File: src/rtl/arc4_pkg.sv
// rtl/arc4_pkg.sv - shared types and widths for the ARC4 engine sequencer
package arc4_pkg;
  localparam int KEY_W_DEF = 24;
  localparam int ADDR_W    = 8;
  localparam int DATA_W    = 8;

  typedef enum logic [2:0] {
    IDLE, INIT_GO, INIT_RUN, KSA_GO, KSA_RUN, PRGA_GO, PRGA_RUN, DONE
  } state_t;

  typedef enum logic [1:0] {
    PH_IDLE = 2'd0, PH_INIT = 2'd1, PH_KSA = 2'd2, PH_PRGA = 2'd3
  } phase_t;

  function automatic phase_t phase_of(input state_t s);
    case (s)
      INIT_GO, INIT_RUN: return PH_INIT;
      KSA_GO, KSA_RUN:   return PH_KSA;
      PRGA_GO, PRGA_RUN,
      DONE:              return PH_PRGA;
      default:           return PH_IDLE;
    endcase
  endfunction
endpackage

File: src/rtl/s_port_mux.sv
// rtl/s_port_mux.sv - grants the single S-RAM port to one engine by phase
module s_port_mux
  import arc4_pkg::*;
(
  input  phase_t              sel_i,
  input  logic [ADDR_W-1:0]   init_addr_i,
  input  logic [DATA_W-1:0]   init_wrdata_i,
  input  logic                init_wren_i,
  input  logic [ADDR_W-1:0]   ksa_addr_i,
  input  logic [DATA_W-1:0]   ksa_wrdata_i,
  input  logic                ksa_wren_i,
  input  logic [ADDR_W-1:0]   prga_addr_i,
  input  logic [DATA_W-1:0]   prga_wrdata_i,
  input  logic                prga_wren_i,
  output logic [ADDR_W-1:0]   addr_o,
  output logic [DATA_W-1:0]   wrdata_o,
  output logic                wren_o
);
  always_comb begin
    addr_o   = '0;
    wrdata_o = '0;
    wren_o   = 1'b0;
    case (sel_i)
      PH_INIT: begin
        addr_o   = init_addr_i;
        wrdata_o = init_wrdata_i;
        wren_o   = init_wren_i;
      end
      PH_KSA: begin
        addr_o   = ksa_addr_i;
        wrdata_o = ksa_wrdata_i;
        wren_o   = ksa_wren_i;
      end
      PH_PRGA: begin
        addr_o   = prga_addr_i;
        wrdata_o = prga_wrdata_i;
        wren_o   = prga_wren_i;
      end
      default: ;
    endcase
  end
endmodule

File: src/rtl/arc4_sched.sv
// rtl/arc4_sched.sv - sequences the init, KSA and PRGA engines over one S-RAM port
module arc4_sched
  import arc4_pkg::*;
#(
  parameter int KEY_W = KEY_W_DEF,
  parameter int CNT_W = 16
) (
  input  logic              clk,
  input  logic              rst,
  input  logic              en,
  output logic              rdy,
  input  logic [KEY_W-1:0]  key,
  output logic              init_en,
  input  logic              init_rdy,
  output logic              ksa_en,
  input  logic              ksa_rdy,
  output logic [KEY_W-1:0]  ksa_key,
  output logic              prga_en,
  input  logic              prga_rdy,
  output logic [KEY_W-1:0]  prga_key,
  input  logic [ADDR_W-1:0] init_addr,
  input  logic [DATA_W-1:0] init_wrdata,
  input  logic              init_wren,
  input  logic [ADDR_W-1:0] ksa_addr,
  input  logic [DATA_W-1:0] ksa_wrdata,
  input  logic              ksa_wren,
  input  logic [ADDR_W-1:0] prga_addr,
  input  logic [DATA_W-1:0] prga_wrdata,
  input  logic              prga_wren,
  output logic [ADDR_W-1:0] s_addr,
  output logic [DATA_W-1:0] s_wrdata,
  output logic              s_wren,
  output logic [1:0]        phase,
  output logic [CNT_W-1:0]  cycles
);
  state_t           state_q, state_d;
  logic             busy_seen_q, busy_seen_d;
  logic [KEY_W-1:0] key_q, key_d;
  logic [CNT_W-1:0] cycles_q, cycles_d;
  logic             init_en_q, init_en_d;
  logic             ksa_en_q, ksa_en_d;
  logic             prga_en_q, prga_en_d;
  phase_t           cur_phase, mux_sel;

  // An engine is only considered finished once it has been seen busy after its start pulse.
  always_comb begin
    state_d     = state_q;
    busy_seen_d = busy_seen_q;
    key_d       = key_q;
    cycles_d    = cycles_q;
    init_en_d   = 1'b0;
    ksa_en_d    = 1'b0;
    prga_en_d   = 1'b0;
    if (state_q != IDLE && cycles_q != '1) cycles_d = cycles_q + CNT_W'(1);
    case (state_q)
      IDLE: if (en) begin
        state_d     = INIT_GO;
        key_d       = key;
        cycles_d    = '0;
        busy_seen_d = 1'b0;
      end
      INIT_GO: if (init_rdy) begin
        init_en_d = 1'b1;
        state_d   = INIT_RUN;
      end
      INIT_RUN: begin
        if (!init_rdy) busy_seen_d = 1'b1;
        else if (busy_seen_q) begin
          state_d     = KSA_GO;
          busy_seen_d = 1'b0;
        end
      end
      KSA_GO: if (ksa_rdy) begin
        ksa_en_d = 1'b1;
        state_d  = KSA_RUN;
      end
      KSA_RUN: begin
        if (!ksa_rdy) busy_seen_d = 1'b1;
        else if (busy_seen_q) begin
          state_d     = PRGA_GO;
          busy_seen_d = 1'b0;
        end
      end
      PRGA_GO: if (prga_rdy) begin
        prga_en_d = 1'b1;
        state_d   = PRGA_RUN;
      end
      PRGA_RUN: begin
        if (!prga_rdy) busy_seen_d = 1'b1;
        else if (busy_seen_q) state_d = DONE;
      end
      DONE:    state_d = IDLE;
      default: state_d = IDLE;
    endcase
  end

  always_ff @(posedge clk or posedge rst) begin
    if (rst) begin
      state_q     <= IDLE;
      busy_seen_q <= 1'b0;
      key_q       <= '0;
      cycles_q    <= '0;
      init_en_q   <= 1'b0;
      ksa_en_q    <= 1'b0;
      prga_en_q   <= 1'b0;
    end else begin
      state_q     <= state_d;
      busy_seen_q <= busy_seen_d;
      key_q       <= key_d;
      cycles_q    <= cycles_d;
      init_en_q   <= init_en_d;
      ksa_en_q    <= ksa_en_d;
      prga_en_q   <= prga_en_d;
    end
  end

  assign rdy      = (state_q == IDLE);
  assign init_en  = init_en_q;
  assign ksa_en   = ksa_en_q;
  assign prga_en  = prga_en_q;
  assign ksa_key  = key_q;
  assign prga_key = key_q;
  assign cycles   = cycles_q;

  // DONE still reports the PRGA phase code but owns no engine, so the port is parked.
  assign cur_phase = phase_of(state_q);
  assign mux_sel   = (state_q == DONE) ? PH_IDLE : cur_phase;
  assign phase     = cur_phase;

  s_port_mux u_mux (
    .sel_i         (mux_sel),
    .init_addr_i   (init_addr),
    .init_wrdata_i (init_wrdata),
    .init_wren_i   (init_wren),
    .ksa_addr_i    (ksa_addr),
    .ksa_wrdata_i  (ksa_wrdata),
    .ksa_wren_i    (ksa_wren),
    .prga_addr_i   (prga_addr),
    .prga_wrdata_i (prga_wrdata),
    .prga_wren_i   (prga_wren),
    .addr_o        (s_addr),
    .wrdata_o      (s_wrdata),
    .wren_o        (s_wren)
  );
endmodule
File: config.mk
export PLATFORM = sky130hd
export DESIGN_NAME = arc4_sched
export DESIGN_NICKNAME = d
export VERILOG_FILES = /design/src/rtl/arc4_pkg.sv /design/src/rtl/s_port_mux.sv /design/src/rtl/arc4_sched.sv
export SDC_FILE = /design/constraint.sdc
export NUM_CORES = 1
export LEC_CHECK = 0
export BUFFER_PORTS_ARGS = -buffer_cell sky130_fd_sc_hd__buf_2
export CORE_ASPECT_RATIO = 1.25
export CORE_MARGIN = 4
export CORE_UTILIZATION = 43
export CTS_CLUSTER_DIAMETER = 40
export DETAILED_ROUTE_END_ITERATION = 8
export HOLD_SLACK_MARGIN = 0.15
export MAX_ROUTING_LAYER = met4
export PLACE_DENSITY = 0.84
export SLEW_MARGIN = 5
export SYNTH_ARGS = -nofsm -noshare
export SYNTH_HDL_FRONTEND = slang
export SYNTH_SLANG_ARGS = --single-unit
File: constraint.sdc
create_clock -name clk -period 2.6 [get_ports clk]
set_input_delay 0.26 -clock clk [delete_from_list [all_inputs] [get_ports clk]]
set_output_delay 0.26 -clock clk [all_outputs]
set_load 0.01 [all_outputs]
==> metrics <==
CP Max Fanout 17; gpl congestion 0.8307; Max Slew Vio Count 0; Sink Count 47; Synth Area in Simple Gates 23.26%; die area 7552 um2; Int Power 2.226 mW; CP Cell Sequence inv_1 -> ha_1 -> nor2_4 -> a21boi_4 -> buf_12 -> a222oi_1 -> inv_1 -> buf_2; Hold Path Class in -> reg; GRT Total Usage 20.75%; Setup crit end kind primary output; Worst Slack Setup Final 140.8 ps; routed wire length 7974 um; fin nets 541; multiplexer area fraction after synthesis 2.293%; initial antenna violation count 0; largest net degree at the start of global routing 48; Post-Place Cell Area 3426 um2; Final Hold Fails 0; total grt overflow 0; sequential share of the synthesized area 43.99%; CTS buffer count 5; Flop pwr share 30.6%; Setup Viol. Count Final 0; largest family of logic cells by synthesized area simple AND/OR/NAND/NOR gates; dpl hpwl 5884 um; die width 78.53 um; post-synth cell types 38; Via density 5.340; Max VDD drop 0.4997 mV; result of the run completed; Gate power share 57.9%; total iterations of the first detailed-routing run 8; switching power 1.862 mW; Routed wire per std cell 14.82 um; IO Port Bufs 167; post-placement worst setup slack -137.6 ps; commonest non-fill, non-tap cells in the layout buf_2 (167), nand2_1 (85), dfrtp_1 (47); share of cells above drive strength 1 41.67%; startpoint types register; CORE AREA 5934 um2; FP Rows 31; Avg Inst Size Synth 8.653 um2; DRC errors left 0; clock root cell clkbuf_8; CTS H-tree depth 2; vias 2873; Post-synth top flop dfrtp_1; Mapped Cells 309; clk_skew 9.010 ps; LEAKAGE 2.081 nW; fin util 60.57%; crit path time final 2459 ps; Least-Margin Pin Slew 967.5 ps; vias in the first global route 2706; WP data required 2340 ps; Slowest Stage Delay on Critical Path 420 ps; Clock transition at path regs 90 ps; yosys warns 0; TritonCTS clock tree yes; I/O pin count 168; clock share of power 11.4%; max cap viols 0; Post-Layout Inst Area 3595 um2; commonest non-fill, non-tap cell in the layout buf_2; register area 1176 um2; pwr dens 1137 nW/um2; Synth Area in XOR/XNOR 0%; Antenna Violating Nets Remaining 0; Mapped Area 2674 um2; final period utilization 94.59%; Slowest cell on crit path dfrtp_1; Synth-to-Final Area Change 34.44%; Yosys reg bits 47; Post-Syn Nets 395; async set-or-reset flop fraction in the synthesized netlist 100.0%; Critical Path AT 2200 ps; Starting Density 45.06%; initial DRC count 151; Post-synth EDFFs 0; Skew-Pair Late Insertion Delay 300 ps; sw frac 45.55%; critical path class reg -> out; max_slew headroom 35.41%; Multi-input gate area 1195 um2; Synth Area in Compound Gates 15.68%; first-pass GRT wire length 12430 um; Die Y 96.17 um; most used cell, CP inv_1; n_diodes 0; area share of fa/ha/maj cells after synthesis 2.340%; Max Clk Rate 406.6 MHz; filler instances 531; maximum clock path buffer count 2
synth_stat cells (3+ instances only):
cell type	count	share of area, %
a21oi_1	13	2.4
a222oi_1	17	6.4
and3_1	3	0.70
buf_2	5	0.94
buf_4	24	6.7
clkbuf_1	7	0.98
dfrtp_1	47	44
ha_1	5	2.3
inv_1	25	3.5
mux2i_1	5	1.9
nand2_1	85	12
nand2b_1	5	1.2
nand3_1	5	0.94
nand4_1	7	1.6
nor2_1	4	0.56
nor4_1	3	0.70
o21ai_0	8	1.5
o31ai_1	8	2.2
or3_1	5	1.2
or4_1	5	1.4
power by group through the flow:
stage	Combinational (mW)	Clock, mW	Sequential [mW]
CTS	2.29	0.482	1.25
floorplan	1.44	0	1.34
global route	2.61	0.514	1.30
finish	2.37	0.467	1.25
global placement	2.18	0	1.24
detailed placement	2.25	0	1.26
path summary, 6_finish.rpt:
check                                          end  cells after the start  slack [ps]               startpoint
hold / removal             ksa_key[14]$_DFFE_PP0P_                      3         150                  key[14]
hold reg to reg            ksa_key[21]$_DFFE_PP0P_                      2         490  ksa_key[21]$_DFFE_PP0P_
min in group asynchronous         ksa_en$_DFF_PP0_                      2         180                      rst
setup / recovery                       s_wrdata[0]                      8         140   state_q[0]$_DFFE_PP0P_
max in group asynchronous     cycles[14]$_DFF_PP0_                      2        1820                      rst
setup reg to reg           ksa_key[17]$_DFFE_PP0P_                      8         400   state_q[0]$_DFFE_PP0P_
metal layers:
layer | up-vias | GRT usage [%] | wire, um
li1 | 1354 | - | -
met1 | 1354 | 23.92 | 3106
met2 | 156 | 36.76 | 4155
met3 | 9 | 3.184 | 628
met4 | 0 | 7.289 | 83
met5 | - | - | 0
worst max-delay path: cells and delay by family, from the launching register on:
family / cells / cell delay, ps
flops: 1 / 420
compound gates: 2 / 510
simple gates: 1 / 110
fa+ha+maj: 1 / 360
buf+inv: 4 / 490
cell families (layout without fill, tap and decap cells):
group                    after synthesis  count (layout)
adder cells (fa/ha/maj)                5               5
buffers and inverters                 63             210
AO/OA/AOI/OAI                         56              56
AND/OR/NAND/NOR                      132             132
multiplexers                           6               6
flip-flops                            47              47
state kept, by name, indices dropped and copies added, names as in the netlist:
register and flops:
ksa_key 24, prga_en 1, state_q 3, busy_seen_q 1, cycles 16, ksa_en 1
init_en 1
metrics by stage:
step	hold WS, ps	setup TNS, ps	power, mW	std cells
finish	152.2	0	4.087	538
global route	153.1	-3.975	4.421	538
CTS	150.6	0	4.016	537
detailed placement	456.3	-1987	3.514	527
global placement	452.4	0	3.420	527
floorplan	365.4	0	2.779	309
area by class of cell:
class / count / area share [%]
clock buffers: 6 / 2.297
clock inverters: 2 / 0.4525
inverters: 25 / 2.611
multi-input cells: 199 / 33.24
flip-flops and latches: 47 / 32.72
well taps: 82 / 2.854
repair buffers: 177 / 25.83
repair_timing:
| action | in CTS | in global routing |
|---|---|---|
| hold buffers | 2 | 0 |
| setup endpoints to repair | 17 | 17 |
| resized for setup | 3 | 3 |
| pin swaps | 0 | 0 |
| buffers inserted | 0 | 1 |
| endpoints found under the hold margin | 2 | 0 |
(Power assumes the default switching activity.)
